**config.mk**
```make
export PLATFORM = sky130hd
export DESIGN_NAME = ex_mem_tracker
export DESIGN_NICKNAME = d
export VERILOG_FILES = /design/src/rtl/gouram_ex_pkg.sv /design/src/rtl/mem_chan_tracker.sv /design/src/rtl/ex_mem_tracker.sv
export SDC_FILE = /design/constraint.sdc
export NUM_CORES = 1
export LEC_CHECK = 0
export CAP_MARGIN = 40
export CORE_ASPECT_RATIO = 1.75
export CORE_MARGIN = 8
export CORE_UTILIZATION = 53
export DETAILED_ROUTE_END_ITERATION = 12
export PLACE_DENSITY_LB_ADDON = 0.12
export SLEW_MARGIN = 20
export SYNTH_ARGS = -nofsm -noshare
export SYNTH_HDL_FRONTEND = slang
export SYNTH_SLANG_ARGS = --single-unit
export TNS_END_PERCENT = 1
```
**constraint.sdc**
```tcl
create_clock -name clk -period 5.5 [get_ports clk]
set_clock_uncertainty 0.1 [all_clocks]
set_input_delay 1.65 -clock clk [delete_from_list [all_inputs] [get_ports clk]]
set_output_delay 1.65 -clock clk [all_outputs]
set_load 0.02 [all_outputs]
```
**src/rtl/gouram_ex_pkg.sv**
```systemverilog
// Shared types for the execute/memory trace tracker.
// Record layout, FSM states and the default repeat marker word.
package gouram_ex_pkg;

   localparam int TIME_W_DEF = 32;
   localparam int ADDR_W_DEF = 32;

   localparam logic [31:0] REPEAT_MARKER_DEF = 32'h00002083;

   typedef logic [TIME_W_DEF-1:0] time_t;
   typedef logic [ADDR_W_DEF-1:0] addr_t;

   typedef struct packed {
      time_t t_start;
      time_t t_end;
      addr_t addr;
   } mem_record_t;

   typedef enum logic [1:0] {
      IDLE,
      MATCH,
      OUTPUT
   } ex_state_t;

endpackage

```
**src/rtl/mem_chan_tracker.sv**
```systemverilog
// One data-memory channel: pending (granted) and completed FIFOs
// with sticky overflow and protocol-error flags.
module mem_chan_tracker #(
   parameter int AW    = 32,
   parameter int TW    = 32,
   parameter int DEPTH = 4
) (
   input  logic          clk,
   input  logic          rst_n,
   input  logic [TW-1:0] counter,
   input  logic          req,
   input  logic          gnt,
   input  logic [AW-1:0] addr,
   input  logic          rvalid,
   input  logic          pop_i,
   output logic          head_valid_o,
   output logic [TW-1:0] head_start_o,
   output logic [TW-1:0] head_end_o,
   output logic [AW-1:0] head_addr_o,
   output logic          overflow_o,
   output logic          proto_err_o
);

   localparam int PW = $clog2(DEPTH);
   localparam logic [PW:0] FULL = (PW+1)'(DEPTH);

   typedef struct packed {
      logic [TW-1:0] t_start;
      logic [AW-1:0] addr;
   } pend_t;

   typedef struct packed {
      logic [TW-1:0] t_start;
      logic [TW-1:0] t_end;
      logic [AW-1:0] addr;
   } rec_t;

   pend_t pend_mem_q [DEPTH];
   rec_t  done_mem_q [DEPTH];

   logic [PW:0]   pend_cnt_q, pend_cnt_d, done_cnt_q, done_cnt_d;
   logic [PW-1:0] pend_wr_q, pend_wr_d, pend_rd_q, pend_rd_d;
   logic [PW-1:0] done_wr_q, done_wr_d, done_rd_q, done_rd_d;
   logic          ovf_q, ovf_d, perr_q, perr_d;
   logic          pend_push, pend_pop, done_push, done_pop;
   pend_t         pend_head;
   rec_t          done_wdata;

   always_comb begin
      pend_head  = pend_mem_q[pend_rd_q];
      pend_pop   = rvalid && (pend_cnt_q != '0);
      done_pop   = pop_i && (done_cnt_q != '0);
      // a pop in the same cycle frees a slot for the push
      pend_push  = req && gnt && ((pend_cnt_q != FULL) || pend_pop);
      done_push  = pend_pop && ((done_cnt_q != FULL) || done_pop);
      done_wdata = '{t_start: pend_head.t_start,
                     t_end:   counter,
                     addr:    pend_head.addr};

      ovf_d  = ovf_q || (req && gnt && !pend_push)
                     || (pend_pop && !done_push);
      perr_d = perr_q || (rvalid && (pend_cnt_q == '0));

      pend_wr_d = pend_push ? pend_wr_q + PW'(1) : pend_wr_q;
      pend_rd_d = pend_pop  ? pend_rd_q + PW'(1) : pend_rd_q;
      done_wr_d = done_push ? done_wr_q + PW'(1) : done_wr_q;
      done_rd_d = done_pop  ? done_rd_q + PW'(1) : done_rd_q;

      pend_cnt_d = pend_cnt_q;
      if (pend_push && !pend_pop) pend_cnt_d = pend_cnt_q + (PW+1)'(1);
      if (!pend_push && pend_pop) pend_cnt_d = pend_cnt_q - (PW+1)'(1);
      done_cnt_d = done_cnt_q;
      if (done_push && !done_pop) done_cnt_d = done_cnt_q + (PW+1)'(1);
      if (!done_push && done_pop) done_cnt_d = done_cnt_q - (PW+1)'(1);
   end

   always_ff @(posedge clk) begin
      if (!rst_n) begin
         pend_cnt_q <= '0;
         done_cnt_q <= '0;
         pend_wr_q  <= '0;
         pend_rd_q  <= '0;
         done_wr_q  <= '0;
         done_rd_q  <= '0;
         ovf_q      <= 1'b0;
         perr_q     <= 1'b0;
      end else begin
         pend_cnt_q <= pend_cnt_d;
         done_cnt_q <= done_cnt_d;
         pend_wr_q  <= pend_wr_d;
         pend_rd_q  <= pend_rd_d;
         done_wr_q  <= done_wr_d;
         done_rd_q  <= done_rd_d;
         ovf_q      <= ovf_d;
         perr_q     <= perr_d;
         if (pend_push) pend_mem_q[pend_wr_q] <= '{counter, addr};
         if (done_push) done_mem_q[done_wr_q] <= done_wdata;
      end
   end

   assign head_valid_o = (done_cnt_q != '0);
   assign head_start_o = done_mem_q[done_rd_q].t_start;
   assign head_end_o   = done_mem_q[done_rd_q].t_end;
   assign head_addr_o  = done_mem_q[done_rd_q].addr;
   assign overflow_o   = ovf_q;
   assign proto_err_o  = perr_q;

endmodule

```
**src/rtl/ex_mem_tracker.sv**
```systemverilog
// Pairs decoded trace elements with completed data-memory
// transactions across several channels, one output per element.
module ex_mem_tracker
   import gouram_ex_pkg::*;
#(
   parameter int          DATA_ADDR_WIDTH   = 32,
   parameter int          NUM_CHANNELS      = 2,
   parameter int          OUTSTANDING_DEPTH = 4,
   parameter int          TIME_WIDTH        = 32,
   parameter logic [31:0] REPEAT_MARKER     = REPEAT_MARKER_DEF,
   localparam int CW = (NUM_CHANNELS > 1) ? $clog2(NUM_CHANNELS) : 1
) (
   input  logic                                    clk,
   input  logic                                    rst_n,
   input  logic [TIME_WIDTH-1:0]                   counter,
   input  logic                                    trace_valid_i,
   output logic                                    trace_ready_o,
   input  logic [31:0]                             trace_instr_i,
   input  logic                                    trace_mem_i,
   input  logic [CW-1:0]                           trace_chan_i,
   input  logic [TIME_WIDTH-1:0]                   trace_dec_end_i,
   input  logic [NUM_CHANNELS-1:0]                 data_mem_req,
   input  logic [NUM_CHANNELS-1:0]                 data_mem_gnt,
   input  logic [NUM_CHANNELS*DATA_ADDR_WIDTH-1:0] data_mem_addr,
   input  logic [NUM_CHANNELS-1:0]                 data_mem_rvalid,
   output logic                                    trace_valid_o,
   input  logic                                    trace_ready_i,
   output logic [31:0]                             ex_instr_o,
   output logic [TIME_WIDTH-1:0]                   ex_dec_end_o,
   output logic [DATA_ADDR_WIDTH-1:0]              ex_mem_addr_o,
   output logic [TIME_WIDTH-1:0]                   ex_mem_start_o,
   output logic [TIME_WIDTH-1:0]                   ex_mem_end_o,
   output logic                                    repeat_detected_o,
   output logic [NUM_CHANNELS-1:0]                 overflow_o,
   output logic [NUM_CHANNELS-1:0]                 proto_err_o
);

   localparam int AW = DATA_ADDR_WIDTH;
   localparam int TW = TIME_WIDTH;
   localparam logic [CW:0] NCH = (CW+1)'(NUM_CHANNELS);

   ex_state_t               state_q, state_d;
   logic [31:0]             instr_q, instr_d;
   logic [TW-1:0]           dec_end_q, dec_end_d;
   logic [CW-1:0]           chan_q, chan_d;
   logic [AW-1:0]           addr_q, addr_d;
   logic [TW-1:0]           start_q, start_d;
   logic [TW-1:0]           end_q, end_d;
   logic                    rep_q, rep_d;
   logic                    pop_d;

   logic [NUM_CHANNELS-1:0] head_valid, chan_pop;
   logic [TW-1:0]           head_start [NUM_CHANNELS];
   logic [TW-1:0]           head_end   [NUM_CHANNELS];
   logic [AW-1:0]           head_addr  [NUM_CHANNELS];
   logic                    sel_valid;
   logic [TW-1:0]           sel_start, sel_end;
   logic [AW-1:0]           sel_addr;

   for (genvar c = 0; c < NUM_CHANNELS; c++) begin : g_chan
      mem_chan_tracker #(
         .AW    (AW),
         .TW    (TW),
         .DEPTH (OUTSTANDING_DEPTH)
      ) u_chan (
         .clk          (clk),
         .rst_n        (rst_n),
         .counter      (counter),
         .req          (data_mem_req[c]),
         .gnt          (data_mem_gnt[c]),
         .addr         (data_mem_addr[c*AW +: AW]),
         .rvalid       (data_mem_rvalid[c]),
         .pop_i        (chan_pop[c]),
         .head_valid_o (head_valid[c]),
         .head_start_o (head_start[c]),
         .head_end_o   (head_end[c]),
         .head_addr_o  (head_addr[c]),
         .overflow_o   (overflow_o[c]),
         .proto_err_o  (proto_err_o[c])
      );
   end

   always_comb begin
      sel_valid = 1'b0;
      sel_start = '0;
      sel_end   = '0;
      sel_addr  = '0;
      for (int c = 0; c < NUM_CHANNELS; c++) begin
         chan_pop[c] = pop_d && (chan_q == CW'(c));
         if (chan_q == CW'(c)) begin
            sel_valid = head_valid[c];
            sel_start = head_start[c];
            sel_end   = head_end[c];
            sel_addr  = head_addr[c];
         end
      end
   end

   always_comb begin
      state_d   = state_q;
      instr_d   = instr_q;
      dec_end_d = dec_end_q;
      chan_d    = chan_q;
      addr_d    = addr_q;
      start_d   = start_q;
      end_d     = end_q;
      rep_d     = 1'b0;
      pop_d     = 1'b0;
      unique case (state_q)
         IDLE: begin
            if (trace_valid_i) begin
               if (trace_instr_i == REPEAT_MARKER) begin
                  rep_d = 1'b1;
               end else begin
                  instr_d   = trace_instr_i;
                  dec_end_d = trace_dec_end_i;
                  chan_d    = trace_chan_i;
                  addr_d    = '0;
                  start_d   = '0;
                  end_d     = '0;
                  if (trace_mem_i && ({1'b0, trace_chan_i} < NCH))
                     state_d = MATCH;
                  else
                     state_d = OUTPUT;
               end
            end
         end
         MATCH: begin
            // records that finished before decode ended are stale
            if (sel_valid) begin
               pop_d = 1'b1;
               if (sel_end >= dec_end_q) begin
                  addr_d  = sel_addr;
                  start_d = sel_start;
                  end_d   = sel_end;
                  state_d = OUTPUT;
               end
            end
         end
         OUTPUT: begin
            if (trace_ready_i) state_d = IDLE;
         end
         default: state_d = IDLE;
      endcase
   end

   always_ff @(posedge clk) begin
      if (!rst_n) begin
         state_q   <= IDLE;
         instr_q   <= '0;
         dec_end_q <= '0;
         chan_q    <= '0;
         addr_q    <= '0;
         start_q   <= '0;
         end_q     <= '0;
         rep_q     <= 1'b0;
      end else begin
         state_q   <= state_d;
         instr_q   <= instr_d;
         dec_end_q <= dec_end_d;
         chan_q    <= chan_d;
         addr_q    <= addr_d;
         start_q   <= start_d;
         end_q     <= end_d;
         rep_q     <= rep_d;
      end
   end

   assign trace_ready_o     = (state_q == IDLE);
   assign trace_valid_o     = (state_q == OUTPUT);
   assign ex_instr_o        = instr_q;
   assign ex_dec_end_o      = dec_end_q;
   assign ex_mem_addr_o     = addr_q;
   assign ex_mem_start_o    = start_q;
   assign ex_mem_end_o      = end_q;
   assign repeat_detected_o = rep_q;

endmodule
```
Yosys cells after proc, flatten, opt, wreduce, memory -nomap -nowiden
Memories as Yosys holds them, arrays and structs flattened. A register that Yosys moved wholly into a read port is not among the register bits.
Cells that the tools add are included.
Widths: inputs -> output; s select.
{"block": "totals", "output_inout_bits": 167, "reg_bits": 196, "ram_bits": 1280, "mem_count": 4, "elab_cells": 172}
{"memory": "g_chan[0].u_chan.done_mem_q", "depth": 4, "word_bits": 96, "rd": 1, "rd_ports_with_merged_regs": 1, "wr": 1, "line_no": "mem_chan_tracker.sv:39", "text": "rec_t done_mem_q [DEPTH];"}
{"memory": "g_chan[1].u_chan.done_mem_q", "depth": 4, "word_bits": 96, "rd": 1, "rd_ports_with_merged_regs": 1, "wr": 1, "line_no": "mem_chan_tracker.sv:39"}
{"memory": "g_chan[0].u_chan.pend_mem_q", "depth": 4, "word_bits": 64, "rd": 1, "rd_ports_with_merged_regs": 1, "wr": 1, "line_no": "mem_chan_tracker.sv:38", "text": "pend_t pend_mem_q [DEPTH];"}
{"memory": "g_chan[1].u_chan.pend_mem_q", "depth": 4, "word_bits": 64, "rd": 1, "rd_ports_with_merged_regs": 1, "wr": 1, "line_no": "mem_chan_tracker.sv:38"}
{"block": "classes", "n_eq_ne": 12, "add_sub_neg": 16, "order_cmp": 1, "n_reduce_logical": 60, "bitwise": 2, "muxes": 53}
{"cell": "$mux 32", "count": 11}
{"cell": "$pmux 32 s2", "count": 3}
{"cell": "$eq 32x14->1 const B", "count": 1}
{"cell": "$ge 32x32->1", "count": 1}
{"cell": "$mux 2", "count": 14}
{"cell": "$logic_and 1x1->1", "count": 26}
{"cell": "$mux 3", "count": 8}
{"cell": "$add 2x1->2 const B", "count": 8}
{"cell": "$mux 1", "count": 16}
{"cell": "$add 3x1->3 const B", "count": 4}
{"cell": "$ne 3x3->1 const B", "count": 4}
{"cell": "$reduce_bool 3->1", "count": 4}
{"cell": "$sub 3x1->3 const B", "count": 4}
{"cell": "$logic_or 1x1->1", "count": 10}
{"cell": "$reduce_and 5->1", "count": 2}
{"cell": "$reduce_bool 2->1", "count": 5}
{"cell": "$logic_not 1->1", "count": 8}
{"cell": "$ne 2x2->1 const B", "count": 4}
{"cell": "$logic_not 3->1", "count": 2}
{"cell": "$pmux 2 s3", "count": 1}
{"cell": "$reduce_and 3->1", "count": 2}
{"cell": "$eq 2x1->1 const B", "count": 1}
{"cell": "$eq 2x2->1 const B", "count": 1}
{"cell": "$logic_not 2->1", "count": 1}
{"cell": "other kinds (2)", "count": 3}

Logic depth before layout (Yosys ltp)
{"block": "depth", "depth_word": 11, "ltp_mapped": 15}

Modules after synthesis
Synthesis repeated with hierarchy kept, for this count alone.
{"block": "hier_totals", "hier_cells": 2813, "area_unflattened_um2": 55947.4}
{"mod": "mem_chan_tracker", "area_each_um2": 24146.9, "instances": 2, "seq_area_each_um2": 19618.8, "cells_each": 965}
{"mod": "ex_mem_tracker", "area_each_um2": 7653.6, "instances": 1, "seq_area_each_um2": 3283.1, "cells_each": 883}

Worst setup path after synthesis
Ideal clock, no wire load.
{"block": "synth_timing", "path_type": "input to register", "startpoint": "in rst_n", "endpoint": "mem g_chan[1].u_chan.done_mem_q[0][0] (netlist bit) (enable)", "path_stages": 4, "arrival_ps": 4687, "setup_slack_ps": 247, "path_cell_list": "clkbuf_1 clkbuf_1 clkbuf_1 and3_1"}
{"block": "synth_via", "elab_chain_cells": 2}
{"element": "start: declaration", "line_no": "ex_mem_tracker.sv:14", "text": "input logic rst_n,"}
{"element": "$mux 1", "line_no": "mem_chan_tracker.sv:78", "text": "if (!rst_n) begin"}
{"element": "$mux 1 (not written as such)", "line_no": "mem_chan_tracker.sv:97", "text": "if (done_push) done_mem_q[done_wr_q] <= done_wdata;"}
{"element": "end: declaration", "line_no": "mem_chan_tracker.sv:39"}
Every way passes these cells.

==> summary.txt <==
Critical path
  • Critical Path Slowest Stage Cell: buf_4
  • Worst EP required: 6.06 ns
  • CP Capture Type: flop
  • Max FO, Critical Path: 43
  • WP buf/inv: 2
  • Crit-path leading delay family: buffers and inverters
  • Critical path type: flop to flop
  • Delay of the slowest critical-path stage: 0.70 ns
  • CP arrival: 5.67 ns
  • Crit path launch type: flop
  • Crit-path cells: buf_4, mux4_2, mux2_2, ha_1, nand4_1, nor4_1, o41a_1, a311o_2, buf_12, mux2i_1

Flow run
  • Max_cap viols: 0

Place
  • DP Area: 61800 um2
  • Gpl congestion: 0.867
  • Hpwl dp: 81700 um
  • Dpl cells: 4471
  • Port Buffers: 338

Timing
  • Endpoints failing hold: 0
  • Slew Viols, Final: 0
  • Setup TNS: 0 ns
  • Final Critical Period: 5.11 ns
  • Max transition margin: 0.409
  • Hold WS: 0.354 ns
  • Worst-margin pin slew: 0.874 ns
  • Endpoints failing setup: 0
  • Fin crit share: 0.929
  • RSZ-0062 raised after global routing: no
  • Highest Clock Rate: 196 MHz

Pwr
  • Pwr dens: 407 nW/um2
  • Clock share of power: 0.350
  • Leakage: 20.8 nW
  • Net Sw Power: 6.42 mW
  • Total power: 27.0 mW
  • Worst vdd ir: 0.360 mV
  • Internal: 20.6 mW
  • Reg power frac: 0.502
  • Sw Ratio: 0.238
  • Logic pwr share: 0.148

Clock tree
  • CTS tree: yes
  • Clk Latency, worst-skew pair: 0.75 ns
  • Setup bufs post-CTS: 0
  • Clk slew on worst S/H paths: 0.07 ns
  • Clk sink count: 1484
  • Largest buffer count on any clock path: 3
  • Total CTS buffers: 130
  • Clock root buffer: clkbuf_16
  • Hold_buf cts: 0
  • Cells resized by post-CTS repair: 0
  • H-tree depth: 4

Floorplanning
  • Die Y: 447 um
  • Starting density of the core: 0.533
  • Core ar.: 106000 um2
  • I/O pins: 339
  • Row Count: 158
  • DIE AREA: 117000 um2
  • Die X: 262 um

Global routing
  • Largest net degree at the start of global routing: 76
  • Antenna violations before repair: 9
  • First-pass GRT wire length: 192000 um
  • Tot GR Track Use: 0.226
  • Congestion Overflow GR: 0
  • Vias in the first global route: 29800

Route
  • Total Routed Length: 131000 um
  • Mean number of vias per cell: 5.87
  • Drc violations: 0
  • Total vias in the final route: 27700
  • Iter 0 DRT Violations: 2141
  • Drt wl/cell: 27.8 um
  • DRT Pass-1 Iters: 5
  • Final ANT Viol Nets: 0

Synthesis
  • Synth Cell Area: 56200 um2
  • Predominant post-synthesis flop cell: edfxtp_1
  • Syn_area_per_cell: 19.7 um2
  • Synth warn: 0
  • Synth cell types: 51
  • Number of synthesized flops with an enable pin: 1280
  • Yosys reg bits: 1484
  • Syn Nets: 3077
  • Gate Count Post-Synth: 2853
  • Ys async rst share: 0
  • Seq/Total Area, Yosys: 0.756

Cells and area
  • Share of post-route cells with drive strength above 1: 0.214
  • Area grow syn2layout: 17.9%
  • Area occupied by multi-input gates: 13000 um2
  • Cell area after layout: 66300 um2
  • FF+latch area: 42600 um2
  • Fill cells: 7298
  • Nets: 3471
  • Fin cells: 4717

Worst hold path
  • Hold WC Path Type: flop to flop

Run status
  • Run status: complete, no violations
-- Yosys cell counts, types with 3 or more instances --
master | n | area (um2)
nor2b_1 | 10 | 62.6
nor2_1 | 10 | 37.5
fa_1 | 4 | 80.1
a21boi_0 | 68 | 510
and2_1 | 26 | 163
buf_1 | 18 | 67.6
mux2_2 | 96 | 1080
xnor2_1 | 17 | 149
clkbuf_1 | 101 | 379
a31oi_1 | 5 | 31.3
or3_1 | 3 | 18.8
o31ai_1 | 3 | 22.5
buf_2 | 22 | 110
nor3_1 | 7 | 35.0
mux2i_1 | 67 | 671
edfxtp_1 | 1280 | 38400
nor4_1 | 8 | 50.1
ha_1 | 48 | 601
inv_1 | 51 | 191
nand2_1 | 350 | 1310
o22ai_1 | 32 | 200
buf_4 | 9 | 67.6
a21oi_1 | 22 | 110
and3_1 | 16 | 100
xor2_1 | 5 | 43.8
dfxtp_1 | 204 | 4080
nor4b_1 | 4 | 35.0
mux4_2 | 320 | 7210
nand4_1 | 9 | 56.3
o21ai_0 | 9 | 45.0
nand3_1 | 6 | 30.0
-- stage by stage --
stage | worst slack (ns) | util
floorplan | 0.247 | -
global placement | 0.428 | 0.585
detailed placement | 0.316 | 0.585
CTS | 0.302 | 0.627
global route | 0.308 | 0.628
finish | 0.392 | 0.628
-- power groups by stage --
stage          sequential, mW  combinational, mW  clock, mW
6_report                 13.5               4.00       9.45
5_1_grt                  13.6               4.31       10.0
4_1_cts                  13.6               3.94       9.63
3_5_place_dp             13.9               3.92          0
3_3_place_gp             13.8               3.77          0
2_1_floorplan            13.7               2.58          0
-- final timing paths --
check                          from           endpoint  slack (ns)  depth (start not counted)
hold / removal    ex_mem_start_o[7]  ex_mem_start_o[7]        0.35                          2
setup / recovery               flop   ex_mem_addr_o[8]        0.39                         10
hold reg to reg   ex_mem_start_o[7]  ex_mem_start_o[7]        0.35                          2
setup reg to reg               flop   ex_mem_addr_o[8]        0.39                         10
-- kinds of logic (layout without fill, tap and decap cells) --
group           count (synthesis)  after routing  share of synthesized area
simple gates                  455            455                     0.0348
mux                           483            483                      0.159
xor+xnor                       22             22                    0.00343
flops                        1484           1484                      0.756
buf+inv                       203            704                     0.0149
other cells                     0              3                          0
fa+ha+maj                      52             52                     0.0121
compound gates                154            154                     0.0191
-- layout by cell type (no fill, tap or decap), types with 9 or more instances in the layout --
| cell type | instances |
|---|---|
| mux2i_1 | 67 |
| nand4_1 | 9 |
| bufinv_16 | 15 |
| clkbuf_1 | 31 |
| mux4_2 | 320 |
| buf_12 | 34 |
| dfxtp_4 | 9 |
| o21ai_0 | 9 |
| a21boi_0 | 68 |
| and3_4 | 16 |
| clkbuf_16 | 141 |
| o22ai_1 | 32 |
| xnor2_1 | 17 |
| clkinv_2 | 15 |
| inv_1 | 52 |
| nand2_1 | 350 |
| ha_1 | 48 |
| nor2b_1 | 10 |
| dfxtp_1 | 195 |
| clkbuf_8 | 10 |
| clkdlybuf4s50_1 | 337 |
| and2_1 | 25 |
| clkinv_1 | 16 |
| a21oi_1 | 22 |
| nor2_1 | 10 |
| mux2_2 | 96 |
| edfxtp_1 | 1280 |
| buf_4 | 38 |
-- state kept, by name (all words and copies together), names as in the netlist, named ones only --
register                   count
chan_q                         1
ex_dec_end_o                  32
ex_instr_o                    32
ex_mem_addr_o                 32
ex_mem_end_o                  32
ex_mem_start_o                32
g_chan.u_chan.done_cnt_q       6
g_chan.u_chan.done_mem_q     768
g_chan.u_chan.done_rd_q        4
g_chan.u_chan.done_wr_q        4
g_chan.u_chan.overflow_o       2
g_chan.u_chan.pend_cnt_q       6
g_chan.u_chan.pend_mem_q     512
g_chan.u_chan.pend_rd_q        4
g_chan.u_chan.pend_wr_q        4
g_chan.u_chan.proto_err_o      2
repeat_detected_o              1
state_q                        2
-- worst min-delay path, delay by kind of cell, from the launching register on --
family | cells | cell delay, ns
AND/OR/NAND/NOR | 1 | 0.05
multiplexers | 1 | 0.05
flip-flops | 1 | 0.31
-- per-layer routing --
| layer | wire length, um | share of wire | up-vias | global-route usage |
|---|---|---|---|---|
| met5 | 67 | 0.00051 | - | 0 |
| met4 | 4230 | 0.032 | 10 | 0.0812 |
| met3 | 7440 | 0.057 | 221 | 0.0455 |
| met2 | 68900 | 0.53 | 848 | 0.403 |
| met1 | 50300 | 0.38 | 14500 | 0.270 |
| li1 | - | - | 12100 | - |
-- layout make-up --
cell class              instances  share of cell area
flip-flops and latches       1484               0.642
inverters                      51             0.00289
repair buffers                414              0.0668
diodes                          3            0.000113
well taps                    1360              0.0257
multi-input cells            1166               0.195
clock inverters                57              0.0101
clock buffers                 182              0.0571
No activity file was read; power rests on OpenSTA's default activity.
